==> src/rtl/div_unit.sv <==
// div_unit: iterative restoring divider for MIPS DIV/DIVU.
//
// Takes the two register-file operands (rs -> opa, rt -> opb). It produces the
// quotient (to LO) and the remainder (to HI). One quotient bit is resolved per
// clock cycle.
//
// Ports:
//   clk          system clock, all state changes on the rising edge
//   rst          synchronous active-high reset
//   start        divide request, sampled only while idle
//   signed_div   1 = DIV (two's complement), 0 = DIVU, sampled with start
//   opa, opb     dividend / divisor, sampled with start
//   cancel       pipeline flush, aborts an operation in flight
//   busy         high while in BUSY or FIXUP
//   done         one-cycle pulse, results valid in that cycle
//   quotient     quotient, held until the next completed operation
//   remainder    remainder, held until the next completed operation
//   div_by_zero  valid with done, set when the latched divisor was zero
//
// Handshake: start is a request that is accepted on a rising edge only when
// the unit is idle and cancel is low. No queueing is done, so a start seen
// while busy=1 or done=1 is dropped. The requester waits for done, which is a
// single-cycle pulse. The results stay stable after done until the next
// FIXUP.
module div_unit #(
   parameter int WIDTH = 32,
   parameter int CNT_W = 6
) (
   input  logic             clk,
   input  logic             rst,
   input  logic             start,
   input  logic             signed_div,
   input  logic [WIDTH-1:0] opa,
   input  logic [WIDTH-1:0] opb,
   input  logic             cancel,
   output logic             busy,
   output logic             done,
   output logic [WIDTH-1:0] quotient,
   output logic [WIDTH-1:0] remainder,
   output logic             div_by_zero
);

   typedef enum logic [1:0] {IDLE, BUSY, FIXUP, DONE} state_t;

   state_t           state, state_nxt;
   logic [WIDTH-1:0] dvd_q;      // dividend shifting out, quotient bits shifting in
   logic [WIDTH-1:0] dvs_q;      // divisor magnitude
   logic [WIDTH-1:0] rem_q;      // partial remainder
   logic [CNT_W-1:0] cnt_q;
   logic             sign_q;
   logic             sign_r;
   logic             zero_q;

   // Operand preprocessing for the accepting edge.
   logic             neg_a, neg_b, opb_zero;
   logic [WIDTH-1:0] abs_a, abs_b;

   always_comb begin
      neg_a    = signed_div & opa[WIDTH-1];
      neg_b    = signed_div & opb[WIDTH-1];
      abs_a    = neg_a ? (-opa) : opa;
      abs_b    = neg_b ? (-opb) : opb;
      opb_zero = (opb == '0);
   end

   // One restoring step. The partial remainder is always below the divisor,
   // so a WIDTH+1-bit trial subtract is wide enough and its MSB is the borrow.
   logic [WIDTH:0] shifted, trial;
   logic           trial_neg;

   always_comb begin
      shifted   = {rem_q, dvd_q[WIDTH-1]};
      trial     = shifted - {1'b0, dvs_q};
      trial_neg = trial[WIDTH];
   end

   // State register
   always_ff @(posedge clk) begin
      if (rst) state <= IDLE;
      else     state <= state_nxt;
   end

   // Next-state and status outputs
   always_comb begin
      state_nxt = state;
      busy      = 1'b0;
      done      = 1'b0;
      case (state)
         IDLE: begin
            if (start && !cancel) state_nxt = BUSY;
         end
         BUSY: begin
            busy = 1'b1;
            if (cancel)                                state_nxt = IDLE;
            else if (zero_q || cnt_q == CNT_W'(1))     state_nxt = FIXUP;
         end
         FIXUP: begin
            busy = 1'b1;
            if (cancel) state_nxt = IDLE;
            else        state_nxt = DONE;
         end
         DONE: begin
            done      = 1'b1;
            state_nxt = IDLE;
         end
         default: state_nxt = IDLE;
      endcase
   end

   // Datapath
   always_ff @(posedge clk) begin
      if (rst) begin
         dvd_q       <= '0;
         dvs_q       <= '0;
         rem_q       <= '0;
         cnt_q       <= '0;
         sign_q      <= 1'b0;
         sign_r      <= 1'b0;
         zero_q      <= 1'b0;
         quotient    <= '0;
         remainder   <= '0;
         div_by_zero <= 1'b0;
      end else begin
         case (state)
            IDLE: begin
               if (start && !cancel) begin
                  // A zero divisor keeps the raw dividend so that it can be
                  // returned untouched as the remainder.
                  dvd_q       <= opb_zero ? opa : abs_a;
                  dvs_q       <= abs_b;
                  rem_q       <= '0;
                  cnt_q       <= CNT_W'(WIDTH);
                  sign_q      <= neg_a ^ neg_b;
                  sign_r      <= neg_a;
                  zero_q      <= opb_zero;
                  div_by_zero <= 1'b0;
               end
            end
            BUSY: begin
               if (!cancel && !zero_q) begin
                  rem_q <= trial_neg ? shifted[WIDTH-1:0] : trial[WIDTH-1:0];
                  dvd_q <= {dvd_q[WIDTH-2:0], ~trial_neg};
                  cnt_q <= cnt_q - CNT_W'(1);
               end
            end
            FIXUP: begin
               if (!cancel) begin
                  if (zero_q) begin
                     quotient    <= '1;
                     remainder   <= dvd_q;
                     div_by_zero <= 1'b1;
                  end else begin
                     // Signed overflow (most negative / -1) wraps back to
                     // the most negative value through truncation.
                     quotient  <= sign_q ? (-dvd_q) : dvd_q;
                     remainder <= sign_r ? (-rem_q) : rem_q;
                  end
               end
            end
            default: ;
         endcase
      end
   end

endmodule

==> config.mk <==
export PLATFORM = sky130hd
export DESIGN_NAME = div_unit
export DESIGN_NICKNAME = d
export VERILOG_FILES = /design/src/rtl/div_unit.sv
export SDC_FILE = /design/constraint.sdc
export NUM_CORES = 1
export LEC_CHECK = 0
export ABC_AREA = 0
export BUFFER_PORTS_ARGS = -buffer_cell sky130_fd_sc_hd__buf_2
export CORE_AREA = 2 2 110 165
export CTS_BUF_LIST = sky130_fd_sc_hd__clkbuf_4
export DETAILED_ROUTE_END_ITERATION = 6
export DIE_AREA = 0 0 112 167
export PLACE_DENSITY = 0.88
export SYNTH_ARGS = -nofsm -noshare
export SYNTH_HDL_FRONTEND = slang
export SYNTH_SLANG_ARGS = --single-unit
export TNS_END_PERCENT = 50
==> constraint.sdc <==
create_clock -name clk -period 4.9 [get_ports clk]
set_input_delay 0.735 -clock clk [delete_from_list [all_inputs] [get_ports clk]]
set_output_delay 0.735 -clock clk [all_outputs]
set_load 0.05 [all_outputs]
==> results.cfg, run 1 <==
[floorplan]
core_um2 = 17270
row_count = 59
start_util_pct = 65.14
dieArea_um2 = 18700
chipWidth_um = 112
io_pins = 136
fp.dieH_um = 167

[sta]
fin_crit_sh_pct = 76.48
drv_slew = 0
finalCriticalPeriod_ns = 3.748
hold_viol = 0
max-slew-margin-rel_pct = 12.78
setup_violations = 0
fmax_mhz = 266.8
rsz0062_at_grt = false
fin_skew_ns = 0.02536
worstMarginPinSlew_ns = 1.304
tns_ns = 0

[routing]
dr.first_iter.drc_count = 1228
avgRoutedWirePerCell_um = 19.28
dr.pass1.iters = 7
routed_wirelength_um = 33470
drtAntennaViolNets = 0
vias = 11280
viasPerCell = 6.499
drc = 0

[global_route]
grt_pass1_wl_um = 53670
grt_usage_pct = 35.13
grt.overflow.total = 0
antenna_found_initial = 1
grt_max_degree = 90
grt_pass1_vias = 10650

[placed_design]
port_buffers = 135
place_area_um2 = 11940
finalWeightedCongestion = 0.9982
hpwl_um = 24710

[worst_hold_path]
hold_class = primary input to flip-flop
whs_endpoint = dvs_q[0]
min_path_cells = 3
worstHoldStart = opb[0]

[synth]
seq_area_frac_synth_pct = 30.60
async_flop_share_pct = 0
netlist_instances = 1441
syn-num-nets = 1553
synth.distinct_cells = 65
synth_area_um2 = 11250
synth_edf_count = 0
avgSynthCellArea_um2 = 7.808
synth-main-ff-cell = dfxtp_1
yosys.area.top_type = dfxtp_1
synthTopCellsByCount = dfxtp_1 (172), nand2_1 (154), o21ai_0 (149)
yosysMostFrequentCell = dfxtp_1
synth_top_area_share_pct = 30.60
yosys_warnings = 0
ys_ff_latch = 172
synth.area.top_cells = dfxtp_1 (31%), xor2_1 (6.9%), o21ai_0 (6.6%)

[critical_path]
critPathKind = flip-flop to flip-flop
required_ns = 5.43
cp_max_fo = 15
worst-r2r-cell-count = 11
worstSetupStartpointType = flip-flop
timing.rr.start = dvd_q[31]
r2r_setup_slack_ns = 1.15
cp.arrival_ns = 4.28
endpoint_kind = flip-flop
regToRegEndpoint = rem_q[31]

[cells_and_area]
drive_gt1_share_pct = 13.27
nNetsFinal = 1622
area_growth_pct = 8.384
fin_area_um2 = 12200

[clocking]
path_clk_slew_ns = 0.15
cts_tree = yes
cts-root-buf = clkbuf_4
cts_max_level = 4
cts_resized = 0
numCtsBuffers = 17
clkLatencyLatePin_ns = 0.61
cts_setup_buffers = 0
clock_tree.buffer_depth = 2
clock-sinks = 172
cts.hold.buffers_added = 0

[outcome]
run_status = completed

[power_and_ir_drop]
power_density_nw_per_um2 = 284.5
p_leak_nw = 5.012
ir_drop_mv = 0.2173

[job]
maxCapViolations = 0
-- kinds of logic (layout without fill, tap and decap cells) --
logic type	Yosys count	in the layout	synth area share, %
DFF	172	172	30.60
AOI/OAI and AO/OA	468	468	26.11
adders and majority gates	43	43	4.848
and+or+nand+nor	409	409	17.38
xor gates and xnor gates	143	143	11.13
buffers and inverters	152	233	5.093
other	0	1	0
muxes	54	54	4.837
-- critical path: stages, from the launching register on --
cell,delay (ns)
dfxtp_1,0.39
inv_1,0.10
ha_1,0.23
fa_1,0.40
nor2b_1,0.18
o2111ai_1,0.15
a211oi_1,0.51
o211ai_1,0.23
a21oi_1,0.44
or3_1,0.58
mux2_2,0.40
o211ai_1,0.07
-- routing by layer --
layer  routed length, um  share of wire, %  global-route usage [%]
met5                   0                 0                       0
met1               12680                38                   40.53
met4                2259               6.7                   21.42
met3                2181               6.5                   5.313
met2               16350                49                   60.76
-- metrics by stage --
step	hold slack, ns	power [mW]	std cells	setup slack, ns	util, %
after floorplan	0.4319	2.375	1441	1.337	-
final	0.3909	3.470	1736	1.152	70.60
after global placement	0.4409	2.657	1704	1.093	69.14
after detailed placement	0.4484	2.678	1704	0.9902	69.14
after global routing	0.3939	3.618	1736	0.8945	70.60
after CTS	0.3887	3.437	1735	1.206	70.59
-- where the power goes --
part / internal (mW) / switching (mW)
Combinational: 0.397 / 0.656
Clock: 0.250 / 0.540
Sequential: 1.49 / 0.138
-- cell type report --
cell class,count,area (um2)
repair buffers,146,758.2
diodes,1,2.502
clock buffers,17,127.6
clock inverters,14,121.4
flip-flops and latches,172,3445
multi-input cells,1117,7264
fillers,1426,5079
inverters,56,210.2
well taps,213,266.5
-- state kept, by name, indices dropped and copies added (netlist names), 2 cells and up --
name       count
cnt_q          6
dvd_q         32
dvs_q         32
quotient      32
rem_q         32
remainder     32
state          2
-- worst max-delay path by stage --
stage,startpoint,to,slack [ns],depth (start not counted)
after floorplan,opa[14],dvd_q[30],1.34,8
after global placement,opa[14],dvd_q[30],1.09,9
after detailed placement,opb[9],dvd_q[4],0.99,9
after CTS,dvd_q[31],rem_q[27],1.21,12
after global routing,dvd_q[31],rem_q[30],0.89,12
final,dvd_q[31],rem_q[31],1.15,11
-- placed cells by master (no fill, tap or decap), drive strengths merged, types with 12 or more instances in the layout --
master,netlist,routed
dfxtp,172,172
nand2,154,154
o21ai,149,149
buf,6,146
nor2,103,103
a21oi,98,98
xor2,89,89
inv,56,59
xnor2,54,54
mux2i,51,51
o22ai,43,43
ha,42,42
o31ai,37,37
a211oi,25,25
or4,22,22
nand3,21,21
nor3,21,21
o41ai,20,20
or3,18,18
clkbuf,90,17
a32oi,13,13
nand2b,12,12
a21o,12,12
(Power assumes the default switching activity.)
==> run 2: changes to the inputs <==
Settings changed: CORE_AREA 2 2 110 165 to 2 2 114 172, DIE_AREA 0 0 112 167 to 0 0 116 174, PLACE_DENSITY 0.88 to 0.82.
Clock period 4.9 ns to 3.7 ns, I/O delays scaled along.
==> run 2 against run 1 <==
Compared with the run above:
- combinational power up 35%
- sequential power up 31%
- final area up 2.4%
- maximum frequency up 6.3%
- core utilization down 4.1 points
- worst setup slack worse by 0.98 ns
- clock power up 56%
- global-route usage down 1.8 points
==> results.cfg, run 2 (synthesis results as in run 1) <==
[outcome]
run_status = completed

[routing]
drc = 0
vias = 11310
viasPerCell = 6.286
avgRoutedWirePerCell_um = 18.72
dr.pass1.iters = 5
dr.first_iter.drc_count = 1126
drtAntennaViolNets = 0
routed_wirelength_um = 33680

[sta]
rsz0062_at_grt = false
fmax_mhz = 283.6
tns_ns = 0
max-slew-margin-rel_pct = 15.88
drv_slew = 0
worstMarginPinSlew_ns = 1.260
fin_skew_ns = 0.02457
hold_viol = 0
fin_crit_sh_pct = 95.29
finalCriticalPeriod_ns = 3.526
timing.hold.ws_ns = 0.2237
setup_violations = 0

[placed_design]
hpwl_um = 25280
port_buffers = 135
place_area_um2 = 12160
finalWeightedCongestion = 0.9681

[clocking]
clkLatencyLatePin_ns = 0.61
clock-sinks = 172
clock_tree.buffer_depth = 2
cts_setup_buffers = 0
path_clk_slew_ns = 0.15
cts_tree = yes
cts-root-buf = clkbuf_4
numCtsBuffers = 17
cts_max_level = 4

[power_and_ir_drop]
power_mw = 4.798
p_leak_nw = 5.151
ir_drop_mv = 0.2273
power_density_nw_per_um2 = 384.1

[global_route]
grt_use_met1_pct = 35.93
groute.layer.met2.usage_pct = 57.16
grt_usage_pct = 33.32
grt_max_degree = 69
grt_pass1_vias = 10720
busiest_layer = met2
antenna_found_initial = 1
met3_usage_pct = 5.823
grt.overflow.total = 0
grt_pass1_wl_um = 53260

[floorplan]
io_pins = 136
row_count = 62
fp.dieH_um = 174
core_um2 = 18770
dieArea_um2 = 20180
chipWidth_um = 116
start_util_pct = 59.94

[job]
maxCapViolations = 0

[critical_path]
worstSetupStartpointType = flip-flop
cp.arrival_ns = 4.07
required_ns = 4.24
endpoint_kind = flip-flop
crit_chain = inv_1 > ha_1 > fa_1 > nor2b_1 > o2111ai_1 > a211oi_1 > buf_4 > o211ai_1 > and4_1 > or3_1 > buf_4 > o31ai_1 > a22o_1
critPathMaxStageDelay_ns = 0.41
critPathSlowestCell = fa_1
critPathKind = flip-flop to flip-flop
cp_common_cell = buf_4
cp_max_fo = 9

[cells_and_area]
drive_gt1_share_pct = 14.53
fin_area_um2 = 12490
final_common_cell = dfxtp_1
nNetsFinal = 1642
postLayoutCoreUtil_pct = 66.53
area_growth_pct = 11.00
layout_common_cells = dfxtp_1 (171), nand2_1 (153), o21ai_0 (149), buf_2 (135), nor2_1 (100)

[worst_hold_path]
hold_class = primary input to flip-flop
## run 2: where the power goes
part           leakage [nW]  switching [mW]  internal (mW)
clock network         0.165           0.698          0.535
logic                  3.59           0.880          0.541
registers              1.40           0.170           1.97
total                  5.15            1.75           3.05
## run 2: critical path: cells and delay by family, from the launching register on
family / cells / cell delay (ns)
buffers and inverters: 3 / 0.46
adder cells (fa/ha/maj): 2 / 0.65
AO/OA/AOI/OAI: 5 / 1.07
AND/OR/NAND/NOR: 3 / 0.87
flip-flops: 1 / 0.39
## run 2: timing repair
action,4_1_cts,5_1_grt
gates resized for setup,0,1
setup endpoints to repair,0,8
hold buffers,0,0
## run 2: metal layers
metal | part of all wire [%] | vias to the layer above | wire, um
met5 | 0 | - | 0
met4 | 7.2 | 0 | 2415
met3 | 5.5 | 131 | 1850
met2 | 50 | 449 | 16780
met1 | 38 | 5344 | 12630
li1 | - | 5385 | -
## run 2: metrics by stage
step / instances / setup slack (ns)
2_1_floorplan: 1441 / 0.3167
3_3_place_gp: 1767 / 0.1036
5_1_grt: 1799 / 0.07320
3_5_place_dp: 1767 / 0.06944
4_1_cts: 1798 / 0.1859
6_report: 1799 / 0.1742
## run 2: worst paths after layout
kind                              startpoint  slack [ns]  cells after the start      endpoint
worst min-delay path                  opb[0]        0.22                      3      dvs_q[0]
worst max register to register     dvd_q[31]        0.17                     13     rem_q[29]
worst max-delay path               dvd_q[31]        0.17                     13     rem_q[29]
worst min register to register  remainder[1]        0.46                      2  remainder[1]
## run 2: area by class of cell
| class | count | area [um2] |
|---|---|---|
| antenna | 1 | 2.502 |
| clock buffer | 17 | 127.6 |
| clock inverter | 14 | 193.9 |
| fill | 1652 | 6284 |
| inverter | 56 | 210.2 |
| multi-input combinational | 1117 | 7269 |
| sequential | 172 | 3445 |
| tap | 256 | 320.3 |
| timing repair buffer | 166 | 920.9 |
